**src/rtl/mem_port_b_reader_if.sv**
```systemverilog
// Handshake bundle for the port-B read-out engine: control, memory port B
// and the streaming output. master = the reader, slave = its environment.
interface mem_port_b_reader_if #(
  parameter int ADDR_WIDTH = 17,
  parameter int DATA_WIDTH = 24
);
  logic                  start;
  logic [ADDR_WIDTH-1:0] base_addr;
  logic [ADDR_WIDTH:0]   length;
  logic                  abort;
  logic [ADDR_WIDTH-1:0] address_b;
  logic [DATA_WIDTH-1:0] read_data_b;
  logic [DATA_WIDTH-1:0] out_data;
  logic                  out_valid;
  logic                  out_ready;
  logic                  busy;
  logic                  done;

  modport master (
    input  start, base_addr, length, abort, read_data_b, out_ready,
    output address_b, out_data, out_valid, busy, done
  );

  modport slave (
    output start, base_addr, length, abort, read_data_b, out_ready,
    input  address_b, out_data, out_valid, busy, done
  );
endinterface

```
**src/rtl/mem_port_b_reader.sv**
```systemverilog
// Port-B sequential read-out engine: streams a contiguous block of memory
// words to a valid/ready consumer with at most two words buffered or in flight.
module mem_port_b_reader #(
  parameter int ADDR_WIDTH = 17,
  parameter int DATA_WIDTH = 24
) (
  input  logic                i_clk,
  input  logic                i_rst,
  mem_port_b_reader_if.master bus
);
  typedef enum logic [1:0] {
    S_IDLE  = 2'd0,
    S_RUN   = 2'd1,
    S_DRAIN = 2'd2
  } state_t;

  localparam int FIFO_DEPTH = 2;

  state_t                r_state, w_state_nxt;
  logic                  r_done, w_done_nxt;
  logic [ADDR_WIDTH-1:0] r_addr;
  logic [ADDR_WIDTH:0]   r_issue_cnt;
  logic [ADDR_WIDTH:0]   r_deliv_cnt;
  logic                  r_inflight;
  logic [DATA_WIDTH-1:0] r_fifo [FIFO_DEPTH];
  logic                  r_rd_ptr, r_wr_ptr;
  logic [1:0]            r_cnt;

  logic                  w_active, w_abort, w_launch;
  logic                  w_valid, w_pop, w_push, w_issue;
  logic [2:0]            w_occ;

  assign w_active = (r_state != S_IDLE);
  assign w_abort  = w_active && bus.abort;
  assign w_launch = (r_state == S_IDLE) && bus.start && (bus.length != '0);
  assign w_valid  = (r_cnt != 2'd0);
  assign w_pop    = w_valid && bus.out_ready;
  assign w_push   = r_inflight && w_active && !bus.abort;

  // Credit check counts a same-cycle pop as a free slot, so a full-rate
  // stream keeps one read in flight and one word at the head every cycle.
  assign w_occ   = 3'(r_cnt) + 3'(r_inflight) - 3'(w_pop);
  assign w_issue = (r_state == S_RUN) && !bus.abort &&
                   (r_issue_cnt != '0) && (w_occ < 3'd2);

  always_comb begin
    w_state_nxt = r_state;
    w_done_nxt  = 1'b0;
    case (r_state)
      S_IDLE: begin
        if (bus.start) begin
          if (bus.length != '0) w_state_nxt = S_RUN;
          else                  w_done_nxt  = 1'b1;
        end
      end
      S_RUN: begin
        if (bus.abort) begin
          w_state_nxt = S_IDLE;
          w_done_nxt  = 1'b1;
        end else if (w_issue && (r_issue_cnt == (ADDR_WIDTH+1)'(1))) begin
          w_state_nxt = S_DRAIN;
        end
      end
      S_DRAIN: begin
        if (bus.abort || (w_pop && (r_deliv_cnt == (ADDR_WIDTH+1)'(1)))) begin
          w_state_nxt = S_IDLE;
          w_done_nxt  = 1'b1;
        end
      end
      default: w_state_nxt = S_IDLE;
    endcase
  end

  always_ff @(posedge i_clk) begin
    if (!i_rst) begin
      r_state <= S_IDLE;
      r_done  <= 1'b0;
    end else begin
      r_state <= w_state_nxt;
      r_done  <= w_done_nxt;
    end
  end

  always_ff @(posedge i_clk) begin
    if (!i_rst) begin
      r_addr      <= '0;
      r_issue_cnt <= '0;
      r_deliv_cnt <= '0;
      r_inflight  <= 1'b0;
      r_rd_ptr    <= 1'b0;
      r_wr_ptr    <= 1'b0;
      r_cnt       <= 2'd0;
      for (int i = 0; i < FIFO_DEPTH; i++) r_fifo[i] <= '0;
    end else begin
      if (w_launch) begin
        r_addr      <= bus.base_addr;
        r_issue_cnt <= bus.length;
        r_deliv_cnt <= bus.length;
      end else begin
        if (w_issue) begin
          r_addr      <= r_addr + ADDR_WIDTH'(1);
          r_issue_cnt <= r_issue_cnt - (ADDR_WIDTH+1)'(1);
        end
        if (w_pop && !w_abort) r_deliv_cnt <= r_deliv_cnt - (ADDR_WIDTH+1)'(1);
      end

      // Memory returns data one cycle after the address is sampled.
      r_inflight <= w_issue;

      if (w_abort) begin
        r_rd_ptr <= 1'b0;
        r_wr_ptr <= 1'b0;
        r_cnt    <= 2'd0;
      end else begin
        if (w_push) begin
          r_fifo[r_wr_ptr] <= bus.read_data_b;
          r_wr_ptr         <= ~r_wr_ptr;
        end
        if (w_pop) r_rd_ptr <= ~r_rd_ptr;
        r_cnt <= r_cnt + 2'(w_push) - 2'(w_pop);
      end
    end
  end

  assign bus.address_b = r_addr;
  assign bus.out_data  = r_fifo[r_rd_ptr];
  assign bus.out_valid = w_valid;
  assign bus.busy      = w_active;
  assign bus.done      = r_done;

endmodule

```
**src/flat_wrapper.sv**
```systemverilog
// flat-port wrapper written by rule: the top's interface ports become plain ports
module mem_port_b_reader_flat 
#(
  parameter int ADDR_WIDTH = 17,
  parameter int DATA_WIDTH = 24
)
  (i_clk, i_rst, bus_start, bus_base_addr, bus_length, bus_abort, bus_read_data_b, bus_out_ready, bus_address_b, bus_out_data, bus_out_valid, bus_busy, bus_done);
  mem_port_b_reader_if #(.ADDR_WIDTH(ADDR_WIDTH), .DATA_WIDTH(DATA_WIDTH)) bus_i ();
  input  logic i_clk;
  input  logic i_rst;
  input wire logic [$bits(bus_i.start)-1:0] bus_start;
  input wire logic [$bits(bus_i.base_addr)-1:0] bus_base_addr;
  input wire logic [$bits(bus_i.length)-1:0] bus_length;
  input wire logic [$bits(bus_i.abort)-1:0] bus_abort;
  input wire logic [$bits(bus_i.read_data_b)-1:0] bus_read_data_b;
  input wire logic [$bits(bus_i.out_ready)-1:0] bus_out_ready;
  output wire logic [$bits(bus_i.address_b)-1:0] bus_address_b;
  output wire logic [$bits(bus_i.out_data)-1:0] bus_out_data;
  output wire logic [$bits(bus_i.out_valid)-1:0] bus_out_valid;
  output wire logic [$bits(bus_i.busy)-1:0] bus_busy;
  output wire logic [$bits(bus_i.done)-1:0] bus_done;
  assign bus_i.start = bus_start;
  assign bus_i.base_addr = bus_base_addr;
  assign bus_i.length = bus_length;
  assign bus_i.abort = bus_abort;
  assign bus_i.read_data_b = bus_read_data_b;
  assign bus_i.out_ready = bus_out_ready;
  assign bus_address_b = bus_i.address_b;
  assign bus_out_data = bus_i.out_data;
  assign bus_out_valid = bus_i.out_valid;
  assign bus_busy = bus_i.busy;
  assign bus_done = bus_i.done;
  mem_port_b_reader #(.ADDR_WIDTH(ADDR_WIDTH), .DATA_WIDTH(DATA_WIDTH)) u_core (.i_clk(i_clk), .i_rst(i_rst), .bus(bus_i));
endmodule
```
**config.mk**
```make
export PLATFORM = sky130hd
export DESIGN_NAME = mem_port_b_reader_flat
export DESIGN_NICKNAME = d
export VERILOG_FILES = /design/src/rtl/mem_port_b_reader_if.sv /design/src/rtl/mem_port_b_reader.sv /design/src/flat_wrapper.sv
export SDC_FILE = /design/constraint.sdc
export NUM_CORES = 1
export LEC_CHECK = 0
export ABC_CLOCK_PERIOD_IN_PS = 5650
export CAP_MARGIN = 15
export CORE_AREA = 4 4 143 145
export DETAILED_ROUTE_END_ITERATION = 10
export DIE_AREA = 0 0 147 149
export MAX_ROUTING_LAYER = met4
export PLACE_DENSITY = 0.57
export SYNTH_ARGS = -nofsm -noshare
export SYNTH_HDL_FRONTEND = slang
export SYNTH_SLANG_ARGS = --single-unit
```
**constraint.sdc**
```tcl
create_clock -name i_clk -period 5.65 [get_ports i_clk]
set_clock_uncertainty 0.2 [all_clocks]
set_input_delay 0.565 -clock i_clk [delete_from_list [all_inputs] [get_ports i_clk]]
set_output_delay 0.565 -clock i_clk [all_outputs]
set_load 0.05 [all_outputs]
```
==> metrics.txt <==
# TYPE chip_impl_metric gauge
chip_impl_info{name="worst_setup_end_kind",value="flop"} 1
chip_impl_metric{name="postSynthNetCount",unit=""} 640
chip_impl_metric{name="synth_edf_count",unit=""} 48
chip_impl_metric{name="setup-tns-final",unit="ns"} 0
chip_impl_metric{name="cts_max_level",unit=""} 3
chip_impl_metric{name="num_vias",unit=""} 4824
chip_impl_info{name="synth_top_flop_cell",value="sky130_fd_sc_hd__dfxtp_1"} 1
chip_impl_metric{name="detailedRoute.firstPassIterationCount",unit=""} 4
chip_impl_info{name="cells_along_the_critical_path",value="clkdlybuf4s50_1 > o21ai_1 > inv_1 > ha_1 > nand2b_1 > fa_1 > xnor2_1 > nand4_1 > a21oi_1 > mux2i_1 > a311o_1"} 1
chip_impl_metric{name="layout.cell_area.non_filler",unit="um^2"} 7330
chip_impl_info{name="critPathSlowestCell",value="sky130_fd_sc_hd__a21oi_1"} 1
chip_impl_metric{name="post_cts.resized_instances",unit=""} 0
chip_impl_metric{name="post-cts-setup-buffer-count",unit=""} 0
chip_impl_metric{name="finalWeightedCongestion",unit=""} 0.841
chip_impl_metric{name="initial_utilization",unit="%"} 29.4
chip_impl_metric{name="synth-seq-cells",unit=""} 110
chip_impl_metric{name="final-max-slew-violation-count",unit=""} 0
chip_impl_metric{name="floorplan.die_area",unit="um^2"} 21900
chip_impl_metric{name="grt_max_degree",unit=""} 38
chip_impl_metric{name="max_freq",unit="GHz"} 0.253
chip_impl_metric{name="timing.slew.headroom",unit="%"} 40.9
chip_impl_metric{name="drtIter0Drc",unit=""} 298
chip_impl_metric{name="post-dp-hpwl",unit="um"} 11300
chip_impl_metric{name="cell_area_after_technology_mapping",unit="um^2"} 5650
chip_impl_metric{name="worstPathArrival",unit="ns"} 4.00
chip_impl_info{name="final_cell_mix",value="sky130_fd_sc_hd__clkdlybuf4s50_1 (107), sky130_fd_sc_hd__dfxtp_1 (62), sky130_fd_sc_hd__and2_1 (48), sky130_fd_sc_hd__edfxtp_1 (48), sky130_fd_sc_hd__nand2_1 (35)"} 1
chip_impl_metric{name="layout.cells.non_filler",unit=""} 935
chip_impl_metric{name="global_route.usage.total",unit="%"} 15.1
chip_impl_metric{name="synth-async-reset-ratio",unit="%"} 0
chip_impl_metric{name="max-vdd-ir-drop",unit="mV"} 0.167
chip_impl_metric{name="synth_warnings",unit=""} 0
chip_impl_metric{name="grt_pass1_wl",unit="um"} 25800
chip_impl_info{name="clock_tree_from_tritoncts",value="yes"} 1
chip_impl_metric{name="p_leak",unit="uW"} 0.00253
chip_impl_metric{name="drive_above_1_share",unit="%"} 10.0
chip_impl_metric{name="drv_cap",unit=""} 0
chip_impl_metric{name="wl",unit="um"} 16000
chip_impl_metric{name="syn-instance-count",unit=""} 566
chip_impl_metric{name="crit_path_max_fanout",unit=""} 9
chip_impl_metric{name="dpl_cell_area",unit="um^2"} 7000
chip_impl_metric{name="rows",unit=""} 51
chip_impl_metric{name="ys_seq_area_share",unit="%"} 47.5
chip_impl_metric{name="cts.sink_count",unit=""} 110
chip_impl_metric{name="initial_antenna_violation_count",unit=""} 0
chip_impl_metric{name="worst_pin_slew",unit="ns"} 0.882
chip_impl_metric{name="finalHoldWorstSlack",unit="ns"} 0.313
chip_impl_info{name="critPathKind",value="input port to flop"} 1
chip_impl_metric{name="max_stage_delay",unit="ns"} 0.66
chip_impl_metric{name="powerDensity",unit="nW/um^2"} 259
chip_impl_metric{name="drtAntennaViolNets",unit=""} 0
chip_impl_metric{name="final.min_clock_period",unit="ns"} 3.96
chip_impl_metric{name="layout-area-overhead-vs-synth",unit="%"} 29.9
chip_impl_metric{name="grt_pass1_vias",unit=""} 4819
chip_impl_metric{name="layout_worst_path_cycle_share",unit="%"} 70.0
chip_impl_metric{name="fp.dieH",unit="um"} 149
chip_impl_metric{name="global_route.overflow_total",unit=""} 0
chip_impl_metric{name="ios",unit=""} 108
chip_impl_metric{name="dpl.cell_count",unit=""} 917
chip_impl_metric{name="numCtsBuffers",unit=""} 9
chip_impl_info{name="unrepaired_setup_endpoints_after_global_routing",value="no"} 1
chip_impl_metric{name="n_antenna_cell",unit=""} 0
chip_impl_metric{name="place.port_buffers",unit=""} 107
chip_impl_info{name="hold_class",value="flop to flop"} 1
chip_impl_info{name="setup.worst_path.start_class",value="input port"} 1
chip_impl_metric{name="route.detailed.wl_per_inst",unit="um"} 17.1
chip_impl_metric{name="route.detailed.vias_per_inst",unit=""} 5.16
chip_impl_metric{name="drt_drc_violations_left",unit=""} 0
chip_impl_metric{name="fin_nets",unit=""} 739
chip_impl_metric{name="worst_ep_required_time",unit="ns"} 5.70
chip_impl_metric{name="clock_path_buffers",unit=""} 2
chip_impl_metric{name="insertion_delay",unit="ns"} 0.35
chip_impl_metric{name="die-width",unit="um"} 147
chip_impl_metric{name="avg_synthesized_cell_area",unit="um^2"} 9.97
chip_impl_metric{name="core-area",unit="um^2"} 19200
chip_impl_info{name="run_status",value="complete, no violations"} 1
chip_impl_metric{name="total_setup_violations_reported_at_the_end_of_the_flow",unit=""} 0
chip_impl_info{name="clk_root_buffer_cell",value="sky130_fd_sc_hd__clkbuf_16"} 1
chip_impl_metric{name="count_of_cell_types_in_the_netlist",unit=""} 66
chip_impl_metric{name="cts_hold_buffers",unit=""} 0
chip_impl_metric{name="clk_slew_on_worst_s_h_paths",unit="ns"} 0.07
chip_impl_metric{name="report.final.hold_viol_count",unit=""} 0
chip_impl_info{name="final_common_cell",value="sky130_fd_sc_hd__clkdlybuf4s50_1"} 1
power by group:
part | leakage, uW | internal (uW) | switching, uW | total [uW]
Combinational | 0.00139 | 150 | 231 | 381
Clock | 0.000129 | 302 | 298 | 601
Sequential | 0.00101 | 872 | 41.2 | 914
worst paths after layout:
kind | slack [ns] | cells after the start | start | end
hold / removal | 0.31 | 2 | u_core.r_issue_cnt[0]$_SDFFE_PN0P_ | u_core.r_issue_cnt[0]$_SDFFE_PN0P_
setup reg to reg | 1.76 | 10 | u_core.r_cnt[1]$_SDFF_PP0_ | u_core.bus.address_b[9]$_SDFFE_PN0P_
setup / recovery | 1.69 | 11 | bus_out_ready | u_core.bus.address_b[9]$_SDFFE_PN0P_
hold reg to reg | 0.31 | 2 | u_core.r_issue_cnt[0]$_SDFFE_PN0P_ | u_core.r_issue_cnt[0]$_SDFFE_PN0P_
worst max-delay path, delay by kind of cell:
| kind | cells | cell delay, ns |
|---|---|---|
| compound gates | 3 | 1.32 |
| fa+ha+maj | 2 | 0.70 |
| buf+inv | 2 | 0.63 |
| simple gates | 2 | 0.45 |
| xor+xnor | 1 | 0.18 |
| mux | 1 | 0.16 |
state kept, by name, summed over array words and instances (netlist names), named ones only:
| name | cells |
|---|---|
| u_core.r_inflight | 1 |
| u_core.r_cnt | 2 |
| u_core.r_issue_cnt | 18 |
| u_core.r_deliv_cnt | 18 |
| u_core.bus.done | 1 |
| u_core.r_wr_ptr | 1 |
| u_core.r_fifo | 48 |
| u_core.r_rd_ptr | 1 |
| u_core.bus.address_b | 17 |
| u_core.r_state | 2 |
Yosys cell counts, types with 3 or more instances:
master                      number  area, um^2
sky130_fd_sc_hd__dfxtp_1        62        1240
sky130_fd_sc_hd__and2_1         48         300
sky130_fd_sc_hd__edfxtp_1       48        1440
sky130_fd_sc_hd__nand2_1        35         131
sky130_fd_sc_hd__a21oi_1        25         125
sky130_fd_sc_hd__nor2_1         25        93.8
sky130_fd_sc_hd__mux2_2         24         270
sky130_fd_sc_hd__o21ai_0        22         110
sky130_fd_sc_hd__clkbuf_1       21        78.8
sky130_fd_sc_hd__a31oi_1        19         119
sky130_fd_sc_hd__inv_1          18        67.6
sky130_fd_sc_hd__nand3_1        17        85.1
sky130_fd_sc_hd__or3_1          14        87.6
sky130_fd_sc_hd__nor4_1         13        81.3
sky130_fd_sc_hd__nor3_1         12        60.1
sky130_fd_sc_hd__xnor2_1        11        96.3
sky130_fd_sc_hd__nand4_1        10        62.6
sky130_fd_sc_hd__o311ai_0       10        87.6
sky130_fd_sc_hd__or4_1          10        75.1
sky130_fd_sc_hd__ha_1            9         113
sky130_fd_sc_hd__xor2_1          8        70.1
sky130_fd_sc_hd__buf_2           7        35.0
sky130_fd_sc_hd__o211ai_1        7        52.6
sky130_fd_sc_hd__a211oi_1        6        45.0
sky130_fd_sc_hd__nand2b_1        6        37.5
sky130_fd_sc_hd__o31a_1          6        52.6
sky130_fd_sc_hd__or2_2           6        37.5
sky130_fd_sc_hd__and3_1          5        31.3
sky130_fd_sc_hd__o31ai_1         5        37.5
sky130_fd_sc_hd__a2111oi_0       3        26.3
sky130_fd_sc_hd__a22oi_1         3        22.5
sky130_fd_sc_hd__mux2i_1         3        30.0
sky130_fd_sc_hd__o21ai_1         3        15.0
sky130_fd_sc_hd__o311a_1         3        30.0
cells by family (layout without fill, tap and decap cells):
| logic type | after synthesis | count (layout) | share of synthesized area, % |
|---|---|---|---|
| AOI/OAI and AO/OA | 133 | 133 | 16.2 |
| xor gates and xnor gates | 19 | 19 | 2.95 |
| adders and majority gates | 10 | 10 | 2.35 |
| buffers and inverters | 48 | 152 | 3.41 |
| DFF | 110 | 110 | 47.5 |
| muxes | 27 | 27 | 5.32 |
| and+or+nand+nor | 219 | 219 | 22.2 |
area by class of cell:
cell class | count | area [um^2]
fill | 1870 | 11900
multi-input combinational | 408 | 2780
sequential | 110 | 2680
timing repair buffer | 117 | 1190
tap | 265 | 332
clock buffer | 10 | 229
inverter | 19 | 71.3
clock inverter | 6 | 47.5
metrics by stage:
stage | util [%] | setup slack (ns) | power [uW]
2_1_floorplan | - | 2.16 | 1150
3_3_place_gp | 36.4 | 1.40 | 1300
3_5_place_dp | 36.4 | 1.33 | 1310
4_1_cts | 37.9 | 1.73 | 1910
5_1_grt | 38.2 | 1.42 | 1980
6_report | 38.2 | 1.69 | 1900
layer usage:
layer  global-route usage, %  vias to the layer above  routed length [um]
li1                        -                     2337                   -
met2                    23.2                      180                7230
met3                    3.62                       16                 948
met1                    19.9                     2291                7600
met4                    4.38                        0                 233
met5                       -                        -                   0
No activity file was read; power rests on OpenSTA's default activity.
